`config.mk`:
```
export PLATFORM = sky130hd
export DESIGN_NAME = tlp_rx_decoder
export DESIGN_NICKNAME = d
export VERILOG_FILES = /design/src/rtl/tlp_rx_decoder.sv
export SDC_FILE = /design/constraint.sdc
export NUM_CORES = 1
export LEC_CHECK = 0
export ABC_AREA = 1
export ABC_CLOCK_PERIOD_IN_PS = 3300
export BUFFER_PORTS_ARGS = -buffer_cell sky130_fd_sc_hd__clkbuf_2
export CAP_MARGIN = 30
export CORE_AREA = 2 2 92 94
export DETAILED_ROUTE_END_ITERATION = 10
export DIE_AREA = 0 0 94 96
export PLACE_DENSITY = 0.84
export SYNTH_ARGS = -nofsm -noshare
export SYNTH_HDL_FRONTEND = slang
export SYNTH_SLANG_ARGS = --single-unit
```
`constraint.sdc`:
```
create_clock -name pcieClk_in -period 3.3 [get_ports pcieClk_in]
set_input_delay 0.66 -clock pcieClk_in [delete_from_list [all_inputs] [get_ports pcieClk_in]]
set_output_delay 0.66 -clock pcieClk_in [all_outputs]
set_load 0.05 [all_outputs]
```
`src/rtl/tlp_rx_decoder.sv`:
```
// Decodes 64-bit RX TLP beats into 43-bit Action words: register writes, register
// reads and error reports, with one Action in flight and a saturating error counter.
module tlp_rx_decoder #(
    parameter int DROP_C2F = 1
) (
    input  logic        pcieClk_in,
    input  logic        pcieRstN_in,
    input  logic [63:0] rxData_in,
    input  logic        rxValid_in,
    output logic        rxReady_out,
    input  logic [1:0]  rxSOP_in,
    input  logic        rxEOP_in,
    output logic [42:0] actData_out,
    output logic        actValid_out,
    input  logic        actReady_in,
    output logic [15:0] errCount_out
);

    localparam logic [1:0] SOP_NONE  = 2'b00;
    localparam logic [1:0] SOP_REG   = 2'b01;
    localparam logic [1:0] SOP_C2F   = 2'b10;

    localparam logic [1:0] FMT_NODATA   = 2'b00;
    localparam logic [1:0] FMT_WITHDATA = 2'b10;

    localparam logic [1:0] ACT_READ  = 2'b00;
    localparam logic [1:0] ACT_WRITE = 2'b01;
    localparam logic [1:0] ACT_ERROR = 2'b10;

    localparam logic [31:0] ERR_TRUNC = 32'd1;
    localparam logic [31:0] ERR_UNSUP = 32'd2;
    localparam logic [31:0] ERR_LEN   = 32'd3;
    localparam logic [31:0] ERR_NOEOP = 32'd4;
    localparam logic [31:0] ERR_SOP   = 32'd5;
    localparam logic [31:0] ERR_C2F   = 32'd6;

    localparam bit REPORT_C2F = (DROP_C2F == 32'sd0);

    typedef enum logic [2:0] {
        ST_IDLE   = 3'd0,
        ST_WRITE1 = 3'd1,
        ST_READ1  = 3'd2,
        ST_DRAIN  = 3'd3,
        ST_EMIT   = 3'd4
    } state_t;

    function automatic logic [42:0] pack_err(input logic [31:0] code);
        return {ACT_ERROR, 9'd0, code};
    endfunction

    function automatic logic [42:0] pack_write(input logic [8:0] chan, input logic [31:0] data);
        return {ACT_WRITE, chan, data};
    endfunction

    function automatic logic [42:0] pack_read(input logic [8:0] chan, input logic [15:0] req_id,
                                              input logic [7:0] tag);
        return {ACT_READ, chan, req_id, tag, 8'h00};
    endfunction

    state_t      state_r;
    state_t      after_r;
    state_t      nxt_state_s;
    state_t      after_s;
    state_t      end_or_drain_s;
    logic        ready_en_r;
    logic        act_valid_r;
    logic [42:0] act_data_r;
    logic [15:0] err_cnt_r;
    logic [15:0] req_id_r;
    logic [7:0]  tag_r;

    logic        beat_acc_s;
    logic        act_hs_s;
    logic        emit_s;
    logic        cap_s;
    logic [42:0] emit_data_s;
    logic [1:0]  fmt_s;
    logic [4:0]  typ_s;
    logic [9:0]  dw_count_s;
    logic [8:0]  chan_s;
    logic        unsup_s;
    logic        unused_s;

    assign fmt_s      = rxData_in[30:29];
    assign typ_s      = rxData_in[28:24];
    assign dw_count_s = rxData_in[9:0];
    assign chan_s     = rxData_in[11:3];
    assign unsup_s    = (typ_s != 5'd0) || ((fmt_s != FMT_NODATA) && (fmt_s != FMT_WITHDATA));
    assign unused_s   = ^{rxData_in[31], rxData_in[23:12], rxData_in[2:0]};

    assign rxReady_out    = ready_en_r & (state_r != ST_EMIT);
    assign beat_acc_s     = rxValid_in & rxReady_out;
    assign act_hs_s       = (state_r == ST_EMIT) & act_valid_r & actReady_in;
    assign end_or_drain_s = rxEOP_in ? ST_IDLE : ST_DRAIN;

    assign actData_out  = act_data_r;
    assign actValid_out = act_valid_r;
    assign errCount_out = err_cnt_r;

    // Beat classification: next state, the Action to queue and where to go after EMIT.
    always_comb begin
        nxt_state_s = state_r;
        after_s     = ST_IDLE;
        emit_s      = 1'b0;
        emit_data_s = 43'd0;
        cap_s       = 1'b0;
        if (beat_acc_s) begin
            case (state_r)
                ST_IDLE: begin
                    case (rxSOP_in)
                        SOP_NONE: begin
                            nxt_state_s = ST_IDLE;
                        end
                        SOP_REG: begin
                            if (rxEOP_in) begin
                                emit_s      = 1'b1;
                                emit_data_s = pack_err(ERR_TRUNC);
                                after_s     = ST_IDLE;
                                nxt_state_s = ST_EMIT;
                            end else if (unsup_s) begin
                                emit_s      = 1'b1;
                                emit_data_s = pack_err(ERR_UNSUP);
                                after_s     = ST_DRAIN;
                                nxt_state_s = ST_EMIT;
                            end else if (dw_count_s != 10'd1) begin
                                emit_s      = 1'b1;
                                emit_data_s = pack_err(ERR_LEN);
                                after_s     = ST_DRAIN;
                                nxt_state_s = ST_EMIT;
                            end else if (fmt_s == FMT_WITHDATA) begin
                                nxt_state_s = ST_WRITE1;
                            end else begin
                                cap_s       = 1'b1;
                                nxt_state_s = ST_READ1;
                            end
                        end
                        default: begin
                            // C2F and foreign packets are skipped; C2F may also be reported.
                            if ((rxSOP_in == SOP_C2F) && REPORT_C2F) begin
                                emit_s      = 1'b1;
                                emit_data_s = pack_err(ERR_C2F);
                                after_s     = end_or_drain_s;
                                nxt_state_s = ST_EMIT;
                            end else begin
                                nxt_state_s = end_or_drain_s;
                            end
                        end
                    endcase
                end
                ST_WRITE1, ST_READ1: begin
                    emit_s      = 1'b1;
                    nxt_state_s = ST_EMIT;
                    if (rxSOP_in != SOP_NONE) begin
                        emit_data_s = pack_err(ERR_SOP);
                        after_s     = end_or_drain_s;
                    end else if (!rxEOP_in) begin
                        emit_data_s = pack_err(ERR_NOEOP);
                        after_s     = ST_DRAIN;
                    end else if (state_r == ST_WRITE1) begin
                        emit_data_s = pack_write(chan_s, rxData_in[63:32]);
                        after_s     = ST_IDLE;
                    end else begin
                        emit_data_s = pack_read(chan_s, req_id_r, tag_r);
                        after_s     = ST_IDLE;
                    end
                end
                ST_DRAIN: begin
                    nxt_state_s = end_or_drain_s;
                end
                default: begin
                    nxt_state_s = ST_IDLE;
                end
            endcase
        end else if (act_hs_s) begin
            nxt_state_s = after_r;
        end else begin
            nxt_state_s = state_r;
        end
    end

    // State, Action output register, read-header capture and error counter.
    always_ff @(posedge pcieClk_in or negedge pcieRstN_in) begin
        if (!pcieRstN_in) begin
            state_r     <= ST_IDLE;
            after_r     <= ST_IDLE;
            ready_en_r  <= 1'b0;
            act_valid_r <= 1'b0;
            act_data_r  <= 43'd0;
            err_cnt_r   <= 16'd0;
            req_id_r    <= 16'd0;
            tag_r       <= 8'd0;
        end else begin
            ready_en_r <= 1'b1;
            state_r    <= nxt_state_s;
            if (emit_s) begin
                act_valid_r <= 1'b1;
                act_data_r  <= emit_data_s;
                after_r     <= after_s;
            end else if (act_hs_s) begin
                act_valid_r <= 1'b0;
                if ((act_data_r[42:41] == ACT_ERROR) && (err_cnt_r != 16'hFFFF)) begin
                    err_cnt_r <= err_cnt_r + 16'd1;
                end else begin
                    err_cnt_r <= err_cnt_r;
                end
            end else begin
                act_valid_r <= act_valid_r;
            end
            if (cap_s) begin
                req_id_r <= rxData_in[63:48];
                tag_r    <= rxData_in[47:40];
            end else begin
                req_id_r <= req_id_r;
                tag_r    <= tag_r;
            end
        end
    end

endmodule

```
; ---- Yosys cells after proc, flatten, opt, wreduce, memory -nomap -nowiden
; Cells that the tools add are included.
[classes]
muxes = 39
addsub = 1
eq_ne = 11
bitwise_logic = 5
reduce_logical = 12
[ops]
columns = op, n
row1 = 43-bit 2-to-1 mux, 7
row2 = 43-bit one-hot mux with 2 select lines, 1
row3 = 42-bit 2-to-1 mux, 1
row4 = 3-bit 2-to-1 mux, 6
row5 = "16-bit by 1-bit adder with 16-bit output, second input constant", 1
row6 = "16-bit != test, second input constant", 1
row7 = 1-bit 2-to-1 mux, 14
row8 = 2-bit 2-to-1 mux, 6
row9 = "10-bit by 1-bit != test with 1-bit output, second input constant", 1
row10 = 3-bit one-hot mux with 3 select lines, 1
row11 = 2-bit nonzero test, 4
row12 = "3-bit by 2-bit == test with 1-bit output, second input constant", 2
row13 = 3-bit one-hot mux with 2 select lines, 1
row14 = 5-bit nonzero test, 1
row15 = 1-bit AND, 4
row16 = "2-bit == test, second input constant", 2
row17 = 2-bit one-hot mux with 2 select lines, 1
row18 = "3-bit by 1-bit == test with 1-bit output, second input constant", 1
row19 = "3-bit == test, second input constant", 1
row20 = 3-bit zero test, 1
row21 = "3-bit != test, second input constant", 1
row22 = 3-bit AND reduction, 1
row23 = "2-bit by 1-bit == test with 1-bit output, second input constant", 1
row24 = 1-bit logical AND, 2
row25 = 6 further kinds, 6
[totals]
inputBits = 71
out_inout_bits = 61
regBits = 91

; ---- Logic depth before layout (Yosys ltp)
; Gate-level depths: netlist of the first run.
[depth]
ltp_word = 10
depth_mapped = 13
ltp_nobuf = 10

; ---- Least setup slack after synthesis of the first run
; Ideal clock, no wire load.
[synth_path]
kind = input port to flip-flop
startpoint = input port rxData_in[27]
endpoint = register req_id_r[0]
path_stages = 8
t_arrival_ns = 1.764
setup_time_ns = 0.117
slack_ns = 1.420
path_cell_list = or2_1 > nor2_1 > nand4_1 > nor2_4 > buf_6 > nand2_1 > o21ai_1 > inv_2
[synth_between]
elab_chain_len = 7
[synth_rtl]
columns = item, line
row1 = "start, declared", 8  ; input logic [63:0] rxData_in,
row2 = 5-bit nonzero test, 88  ; assign unsup_s = (typ_s != 5'd0) || ((fmt_s != FMT_NODATA) && (fmt_s != FMT_WITHDATA));
row3 = 1-bit logical OR, 88
row4 = 1-bit 2-to-1 mux, 120  ; end else if (unsup_s) begin
row5 = 1-bit 2-to-1 mux, 115  ; if (rxEOP_in) begin
row6 = 1-bit 2-to-1 mux, 110  ; case (rxSOP_in)
row7 = 1-bit 2-to-1 mux, 108  ; case (state_r)
row8 = 1-bit 2-to-1 mux, 107  ; if (beat_acc_s) begin
row9 = "end signal, assigned", 210  ; req_id_r <= rxData_in[63:48];
row10 = "end signal, assigned", 213  ; req_id_r <= req_id_r;
row11 = "end, declared", 69  ; logic [15:0] req_id_r;
; No other way between the ends.
; A chain may end at the register's enable or synchronous reset.

; ---- Worst setup path after layout of the first run
[layout_path]
startpoint = register state_r[1]
endpoint = register tag_r[1]
[layout_between]
elab_chain_len = 4
word_cells_on_any_way = 6
[layout_rtl]
columns = item, line
row1 = "start, declared", 60  ; state_t state_r;
row2 = "start signal, assigned", 194  ; state_r <= nxt_state_s;
row3 = 3-bit != test, 91  ; assign rxReady_out = ready_en_r & (state_r != ST_EMIT);
row4 = 1-bit AND, 91
row5 = 1-bit AND, 92  ; assign beat_acc_s = rxValid_in & rxReady_out;
row6 = 1-bit 2-to-1 mux (*), 107
row7 = "end signal, assigned", 211  ; tag_r <= rxData_in[47:40];
row8 = "end signal, assigned", 214  ; tag_r <= tag_r;
row9 = "end, declared", 70  ; logic [7:0] tag_r;
; Every way passes the cells marked *; elsewhere a longest branch is shown, timed or not.

==> results.sh, run 1 <==
export IMPL_status="finished, final reports clean"
export IMPL_setup_tns_ns=0
export IMPL_final_common_cell="nand2_1"
export IMPL_grt_max_degree=46
export IMPL_drt_pass1_iterations=4
export IMPL_cts_num_sinks=89
export IMPL_synth_compound_area_frac=0.09866
export IMPL_synth_flop_cell="dfrtp_1"
export IMPL_async_flop_share=1.000
export IMPL_cts_root_buffer="clkbuf_8"
export IMPL_route_detailed_drc=0
export IMPL_crit_fanout=28
export IMPL_hold_viol=0
export IMPL_ios=132
export IMPL_hold_class="in2async"
export IMPL_grt_pass1_wl_um=16490
export IMPL_globalRouteOverflowTotal=0
export IMPL_ys_seq_area_frac=0.5090
export IMPL_slew_limit_headroom=0.5028
export IMPL_cts_setup_buffers=0
export IMPL_syn_cell_area_sq_mm=0.004375
export IMPL_fin_worst_skew_ns=0.01265
export IMPL_die_w_um=94
export IMPL_muxShareOfSynthArea=0
export IMPL_seqCellArea_sq_mm=0.002227
export IMPL_multi_input_area_sq_mm=0.001682
export IMPL_clkTransAtPathRegs_ns=0.09
export IMPL_routed_wl_um=9933
export IMPL_cts_buffers=9
export IMPL_synthXorXnorAreaFrac=0.02802
export IMPL_clk_latency_ns=0.35
export IMPL_avgRoutedWirePerCell_um=13.05
export IMPL_h_tree_depth=3
export IMPL_antenna_left=0
export IMPL_hold_ws_ns=0.3038
export IMPL_grt_antenna_before_repair=0
export IMPL_cp_end_kind="register"
export IMPL_row_count=33
export IMPL_cts_resized=0
export IMPL_num_fill_cells=699
export IMPL_io_buffers=118
export IMPL_dr_total_vias=3909
export IMPL_cp_arrival_ns=2.45
export IMPL_maxSlewViolCount=0
export IMPL_fin_crit_ns=2.224
export IMPL_final_cell_mix="nand2_1 (171), clkbuf_2 (117), dfrtp_1 (89)"
export IMPL_period_share=0.6740
export IMPL_synth_fa_ha_area_frac=0.002860
export IMPL_synth_edf_count=0
export IMPL_yosys_cell_types_count=33
export IMPL_place_hpwl_um=7180
export IMPL_postSynthCellCount=540
export IMPL_finalPower_uw=1975
export IMPL_nets=723
export IMPL_synth_avg_cell_area_sq_um=8.103
export IMPL_viasPerCell=5.137
export IMPL_tritoncts="built"
export IMPL_dieArea_sq_mm=0.009024
export IMPL_start_util=0.5434
export IMPL_drive_above_1_share=0.2439
export IMPL_required_ns=3.53
export IMPL_core_area_sq_mm=0.008051
export IMPL_postSynthNetCount=612
export IMPL_rsz0062_at_grt="false"
export IMPL_place_congestion=0.8342
export IMPL_clockBufferDepth=2
export IMPL_cp_start_kind="register"
export IMPL_synth_top_family_by_area="simple AND/OR/NAND/NOR gates"
export IMPL_p_leak_uw=0.002988
export IMPL_cap_violations=0
export IMPL_fmax_ghz=0.4496
export IMPL_synthToLayoutAreaGrowth_pct=19.05
export IMPL_rr_startpoint="state_r[1]$_DFFE_PN0P_"
export IMPL_worstSetupPathType="reg2reg"
export IMPL_die_y_um=96
export IMPL_yosys_register_bits=89
export IMPL_setup_violations_final=0
export IMPL_p_per_area_mw_per_mm2=379.2
export IMPL_tightest_slew_ns=0.7451
export IMPL_antenna_cells=0
export IMPL_ys_warn_count=0
export IMPL_grt_pass1_vias=3757
export IMPL_gr_usage_all_layers=0.2303
export IMPL_cp_startpoint="state_r[1]$_DFFE_PN0P_"
export IMPL_ir_drop_v=0.0002095
export IMPL_first_iter_violations=183
export IMPL_synthSimpleGateAreaFrac=0.2531
export IMPL_cts_hold_buf=0
-- per-layer routing --
layer | track usage | part of all wire
met2 | 0.4036 | 0.48
met3 | 0.03759 | 0.057
met4 | 0.07971 | 0.014
met1 | 0.2911 | 0.45
met5 | 0 | 0
-- Yosys cell counts (2+ instances only) --
| master | number | area, sq um |
|---|---|---|
| buf_6 | 8 | 90.09 |
| nor2_2 | 3 | 18.77 |
| nand2_1 | 171 | 641.9 |
| nand3_1 | 20 | 100.1 |
| a21oi_1 | 13 | 65.06 |
| nor2_1 | 42 | 157.7 |
| nor3_2 | 2 | 20.02 |
| buf_2 | 2 | 10.01 |
| inv_2 | 7 | 26.28 |
| xor2_1 | 10 | 87.58 |
| dfrtp_1 | 89 | 2227 |
| clkbuf_1 | 11 | 41.29 |
| xnor2_1 | 4 | 35.03 |
| o22ai_1 | 3 | 18.77 |
| o21ai_1 | 8 | 40.04 |
| nand4_1 | 8 | 50.05 |
| buf_4 | 2 | 15.01 |
| nor3_1 | 5 | 25.02 |
| nor4_1 | 2 | 12.51 |
| o21ai_0 | 17 | 85.08 |
| nand2_2 | 4 | 25.02 |
| inv_1 | 75 | 281.5 |
| o2111ai_1 | 24 | 210.2 |
-- cell type report --
cell class / instances / share of cell area
clock buffers: 11 / 0.02522
clock inverters: 5 / 0.01537
inverters: 83 / 0.06029
multi-input cells: 345 / 0.3228
flip-flops and latches: 89 / 0.4276
well taps: 105 / 0.02522
repair buffers: 123 / 0.1235
-- critical path: stages, from the launching register on --
cell	delay [ns]
dfrtp_1	0.51
nor2_2	0.08
nand2_2	0.07
and3_2	0.49
nand2_2	0.16
nor2_4	0.51
nand2_1	0.10
o21ai_0	0.11
inv_1	0.06
-- report_power, final --
part	leakage (uW)	internal, uW	total, uW	switching [uW]
logic	0.00176	31.9	81.3	49.4
clock network	0.0000995	426	803	377
registers	0.00113	1090	1090	0.218
total	0.00299	1550	1980	427
-- cell families (layout without fill, tap and decap cells) --
family	after synthesis	in the layout
AND/OR/NAND/NOR	263	263
buffers and inverters	106	222
flip-flops	89	89
AO/OA/AOI/OAI	66	66
XOR/XNOR	14	14
adder cells (fa/ha/maj)	1	1
other	1	1
-- stage by stage --
step,worst slack [ns],std cells,instance area [sq um],util
floorplan,1.420,540,4375,-
global placement,1.013,744,4977,0.6182
detailed placement,0.9836,745,4997,0.6207
CTS,1.073,761,5209,0.6469
global route,0.8756,761,5209,0.6469
finish,1.076,761,5209,0.6469
-- worst paths after layout --
path,endpoint,slack (ns),depth (start not counted)
min in group pcieClk_in,actData_out[28]$_DFFE_PN0P_,0.48,2
worst max-delay path,tag_r[1]$_DFFE_PN0P_,1.08,8
max in group asynchronous,tag_r[1]$_DFFE_PN0P_,2.35,2
worst min register to register,actData_out[28]$_DFFE_PN0P_,0.48,2
worst min-delay path,actData_out[25]$_DFFE_PN0P_,0.30,1
worst max register to register,tag_r[1]$_DFFE_PN0P_,1.08,8
-- state kept, by name, summed over array words and instances, names as in the netlist --
register,count
ready_en_r,1
errCount_out,16
after_r,1
req_id_r,16
state_r,3
actData_out,43
tag_r,8
actValid_out,1
Power figures use the tool's default switching activity.
==> inputs of run 2 (changes only) <==
Settings changed: ABC_CLOCK_PERIOD_IN_PS 3300 to 2320, CORE_AREA 2 2 92 94 to 2 2 95 97, DIE_AREA 0 0 94 96 to 0 0 97 99, PLACE_DENSITY 0.84 to 0.79.
Clock period 3.3 ns to 2.32 ns, I/O delays scaled along.
==> run 2 against run 1 <==
Net effect:
- register-to-register slack got worse by 0.71 ns
- sequential share of layout area shrank 0.60 points
- final area up 1.4%
- clock skew up 0.0028 ns
- die area increased by 6.4%
- highest routed layer unchanged
==> results.sh, run 2 (same netlist as run 1, synthesis figures left out) <==
export IMPL_p_per_area_mw_per_mm2=553.3
export IMPL_gr_usage_all_layers=0.2065
export IMPL_fmax_ghz=0.5115
export IMPL_required_ns=2.56
export IMPL_setup_violations_final=0
export IMPL_largest_register_ff_count=43
export IMPL_final_common_cell="nand2_1"
export IMPL_slew_limit_headroom=0.5855
export IMPL_clockBufferDepth=2
export IMPL_clkTransAtPathRegs_ns=0.10
export IMPL_tightest_slew_ns=0.6218
export IMPL_clk_latency_ns=0.36
export IMPL_critPathTopFamily="simple AND/OR/NAND/NOR gates"
export IMPL_p_comb_frac=0.039
export IMPL_p_leak_uw=0.003028
export IMPL_place_congestion=0.8553
export IMPL_drt_pass1_iterations=4
export IMPL_dp_cells=751
export IMPL_globalRouteOverflowTotal=0
export IMPL_critPathMaxStageDelay_ns=0.51
export IMPL_cts_setup_buffers=0
export IMPL_route_detailed_drc=0
export IMPL_rsz0062_at_grt="false"
export IMPL_worstPathCellList="nor2_2 -> nand2_2 -> and3_2 -> nand2_2 -> nor2_4 -> buf_4 -> nand2_1 -> o21ai_0 -> inv_1"
export IMPL_design_area_sq_mm=0.005283
export IMPL_hold_class="in2async"
export IMPL_cts_root_buffer="clkbuf_8"
export IMPL_die_w_um=97
export IMPL_grt_pass1_vias=3563
export IMPL_crit_fanout=28
export IMPL_place_hpwl_um=7115
export IMPL_place_ws_ns=0.2612
export IMPL_power_share_sequential=0.531
export IMPL_met1_usage=0.2742
export IMPL_cap_violations=0
export IMPL_cts_num_sinks=89
export IMPL_pwr_share_clk=0.430
export IMPL_final_cell_mix="nand2_1 (171), clkbuf_2 (117), dfrtp_1 (89)"
export IMPL_dpl_cell_area_sq_mm=0.005049
export IMPL_row_count=34
export IMPL_routed_wl_um=9845
export IMPL_grt_pass1_wl_um=16330
export IMPL_grtUsageMet2=0.3504
export IMPL_cts_hold_buf=0
export IMPL_cp_end_kind="register"
export IMPL_hold_ws_ns=0.1057
export IMPL_worst_path_buf_inv=2
export IMPL_drive_above_1_share=0.2504
export IMPL_ios=132
export IMPL_use_met3=0.03475
export IMPL_cts_resized=0
export IMPL_io_buffers=118
export IMPL_synthToLayoutAreaGrowth_pct=20.73
export IMPL_nets=726
export IMPL_ir_drop_v=0.0003633
export IMPL_cts_buffers=9
export IMPL_hold_viol=0
export IMPL_core_area_sq_mm=0.008551
export IMPL_slowest_stage="dfrtp_1"
export IMPL_fin_ws_ns=0.3649
export IMPL_cp_start_kind="register"
export IMPL_first_iter_violations=134
export IMPL_num_fill_cells=792
export IMPL_grt_max_degree=48
export IMPL_status="finished, final reports clean"
export IMPL_start_util=0.5117
export IMPL_setup_tns_ns=0
export IMPL_avgRoutedWirePerCell_um=12.84
export IMPL_h_tree_depth=3
export IMPL_grt_antenna_before_repair=0
export IMPL_antenna_cells=0
export IMPL_fin_crit_ns=1.955
export IMPL_p_switching_uw=674.5
export IMPL_antenna_left=0
export IMPL_fin_worst_skew_ns=0.01549
export IMPL_grt_most_used_layer="met2"
export IMPL_viasPerCell=4.993
export IMPL_intPower_uw=2248
export IMPL_final_cells=767
export IMPL_die_y_um=99
export IMPL_maxSlewViolCount=0
export IMPL_crit_path_frequent_cell="nand2_2"
export IMPL_cp_arrival_ns=2.20
export IMPL_dr_total_vias=3830
export IMPL_dieArea_sq_mm=0.009603
export IMPL_switching_share=0.2308
export IMPL_period_share=0.8427
export IMPL_tritoncts="built"
export IMPL_worstSetupPathType="reg2reg"
[run 2: stage by stage]
stage,util,power (uW)
floorplan,-,1604
global placement,0.5904,1696
detailed placement,0.5904,1699
CTS,0.6178,2951
global route,0.6178,3030
finish,0.6178,2923
[run 2: power by group through the flow]
stage	clock [uW]	sequential, uW	combinational [uW]
after CTS	1280	1550	118
after detailed placement	0	1580	117
after global routing	1350	1550	132
after global placement	0	1580	115
final	1260	1550	115
after floorplan	0	1580	21.7
[run 2: layer usage]
layer / share of wire / routed length, um
met1: 0.47 / 4585
met2: 0.48 / 4763
met3: 0.039 / 388
met4: 0.011 / 108
met5: 0 / 0
[run 2: final timing paths]
check                                           startpoint                     endpoint  slack (ns)  cells past startpoint
worst max register to register      state_r[1]$_DFFE_PN0P_         tag_r[1]$_DFFE_PN0P_        0.36                      9
max in group asynchronous                      pcieRstN_in       state_r[1]$_DFFE_PN0P_        1.56                      2
worst min register to register  actData_out[4]$_DFFE_PN0P_   actData_out[4]$_DFFE_PN0P_        0.48                      2
min in group pcieClk_in                      rxData_in[58]     req_id_r[10]$_DFFE_PN0P_        0.32                      3
worst max-delay path                state_r[1]$_DFFE_PN0P_         tag_r[1]$_DFFE_PN0P_        0.36                      9
worst min-delay path                           pcieRstN_in  actData_out[23]$_DFFE_PN0P_        0.11                      1
[run 2: cell type report]
class	count	area, sq um	share of cell area
clock inverter	6	96.34	0.01824
sequential	89	2227	0.4216
multi-input combinational	345	1682	0.3183
inverter	83	314.1	0.05945
clock buffer	10	137.6	0.02605
tap	108	135.1	0.02558
timing repair buffer	126	690.7	0.1307
[run 2: worst reg2reg max path, cell delays in order (launching register included)]
cell and delay (ns):
dfrtp_1 0.51, nor2_2 0.08, nand2_2 0.07, and3_2 0.35, nand2_2 0.14, nor2_4 0.12
buf_4 0.28, nand2_1 0.13, o21ai_0 0.11, inv_1 0.06
==> inputs of run 3 (changes only) <==
Settings changed: ABC_CLOCK_PERIOD_IN_PS 2320 to 1800.
Clock period 2.32 ns to 1.8 ns, I/O delays scaled along.
==> run 3 against run 2 <==
Net effect:
- combinational power increased by 34%
- final area is 1.9% higher
- cell count is 1.3% higher
- global-route usage up 0.097 points
- non-clock buffer count up 10
- die area unchanged
- critical path type is now reg2out
==> results.sh, run 3 (same netlist as run 1, synthesis figures left out) <==
export IMPL_status="finished, final reports clean"
export IMPL_core_area_sq_mm=0.008551
export IMPL_final_cells=777
export IMPL_row_count=34
export IMPL_route_detailed_drc=0
export IMPL_cts_setup_buffers=0
export IMPL_required_ns=1.44
export IMPL_maxSlewViolCount=0
export IMPL_critPathMaxStageDelay_ns=0.47
export IMPL_largest_register_ff_count=43
export IMPL_final_cell_mix="nand2_1 (171), clkbuf_2 (116), dfrtp_1 (85)"
export IMPL_routed_wl_um=9922
export IMPL_globalRouteOverflowTotal=0
export IMPL_crit_fanout=7
export IMPL_hp_start="rxData_in[54]"
export IMPL_start_util=0.5117
export IMPL_die_y_um=99
export IMPL_drive_above_1_share=0.2661
export IMPL_clk_latency_ns=0.34
export IMPL_h_tree_depth=3
export IMPL_grt_max_degree=44
export IMPL_cts_num_sinks=89
export IMPL_fin_worst_skew_ns=0.006739
export IMPL_rr_worst_depth=8
export IMPL_worstSetupPathType="reg2out"
export IMPL_dp_cells=760
export IMPL_place_congestion=0.8717
export IMPL_worstPathCellList="nor2_2 -> nand2_2 -> and2_1 -> buf_2"
export IMPL_holdPathStages=3
export IMPL_die_w_um=97
export IMPL_dieArea_sq_mm=0.009603
export IMPL_grt_pass1_wl_um=16390
export IMPL_clockBufferDepth=2
export IMPL_antenna_left=0
export IMPL_grt_pass1_vias=3651
export IMPL_hold_ws_ns=0.2323
export IMPL_viasPerCell=5.062
export IMPL_cts_root_buffer="clkbuf_8"
export IMPL_place_hpwl_um=7344
export IMPL_fmax_ghz=0.5820
export IMPL_cp_start_kind="register"
export IMPL_setup_violations_final=0
export IMPL_first_iter_violations=152
export IMPL_hold_viol=0
export IMPL_avgRoutedWirePerCell_um=12.77
export IMPL_synthToLayoutAreaGrowth_pct=22.99
export IMPL_met1_usage=0.2785
export IMPL_rr_startpoint="errCount_out[0]$_DFFE_PN0P_"
export IMPL_grtUsageMet2=0.3349
export IMPL_use_met3=0.03759
export IMPL_slowest_stage="dfrtp_2"
export IMPL_grt_most_used_layer="met2"
export IMPL_hold_class="in2reg"
export IMPL_cp_end_kind="primary output"
export IMPL_setup_tns_ns=0
export IMPL_period_share=0.9545
export IMPL_p_leak_uw=0.003066
export IMPL_ios=132
export IMPL_nets=736
export IMPL_cap_violations=0
export IMPL_cp_startpoint="state_r[1]$_DFFE_PN0P_"
export IMPL_grt_antenna_before_repair=0
export IMPL_rsz0062_at_grt="false"
export IMPL_fin_crit_ns=1.718
export IMPL_dr_total_vias=3933
export IMPL_tritoncts="built"
export IMPL_gr_usage_all_layers=0.2074
export IMPL_ir_drop_v=0.0003252
export IMPL_clkTransAtPathRegs_ns=0.09
export IMPL_antenna_cells=0
export IMPL_cts_buffers=9
export IMPL_p_per_area_mw_per_mm2=652.9
export IMPL_drt_pass1_iterations=4
export IMPL_cp_arrival_ns=1.36
export IMPL_io_buffers=118
export IMPL_final_common_cell="nand2_1"
run 3: area by class of cell:
cell class | instances | area [sq um]
fillers | 787 | 3169
repair buffers | 136 | 805.8
flip-flops and latches | 89 | 2232
multi-input cells | 345 | 1698
clock inverters | 5 | 55.05
inverters | 83 | 314.1
well taps | 108 | 135.1
clock buffers | 11 | 141.4
run 3: worst paths after layout:
path,endpoint,slack [ns]
worst min register to register,actData_out[29]$_DFFE_PN0P_,0.47
min in group asynchronous,req_id_r[7]$_DFFE_PN0P_,0.45
max in group asynchronous,errCount_out[0]$_DFFE_PN0P_,0.70
worst min-delay path,req_id_r[6]$_DFFE_PN0P_,0.23
worst max register to register,errCount_out[6]$_DFFE_PN0P_,0.12
worst max-delay path,rxReady_out,0.08
run 3: timing repair:
item | CTS | global route
gates resized for setup | 1 | 4
hold buffers | 1 | 0
endpoints found under the setup margin | 10 | 49
hold endpoints to repair | 22 | 0
run 3: power breakdown:
part	internal, uW	switching (uW)
Clock	676	685
Sequential	2000	0.557
Combinational	61.4	92.5
run 3: critical path: cells and delay by family, from the launching register on:
family | cells | cell delay (ns)
buffers and inverters | 1 | 0.20
DFF | 1 | 0.47
and+or+nand+nor | 3 | 0.34
run 3: stage by stage:
step                area (sq um)  total power, uW  setup slack (ns)    util
CTS                         5365             3558           0.03297  0.6275
global placement            5157             2189           0.04539  0.6032
floorplan                   4379             2067          0.001409       -
global route                5381             3654          0.001811  0.6294
finish                      5381             3514           0.08192  0.6294
detailed placement          5157             2194          -0.02313  0.6032
run 3: per-layer routing:
metal  vias up  wire, um
met5         -         0
li1       1953         -
met3        15       474
met1      1859      4479
met2       106      4806
met4         0       161
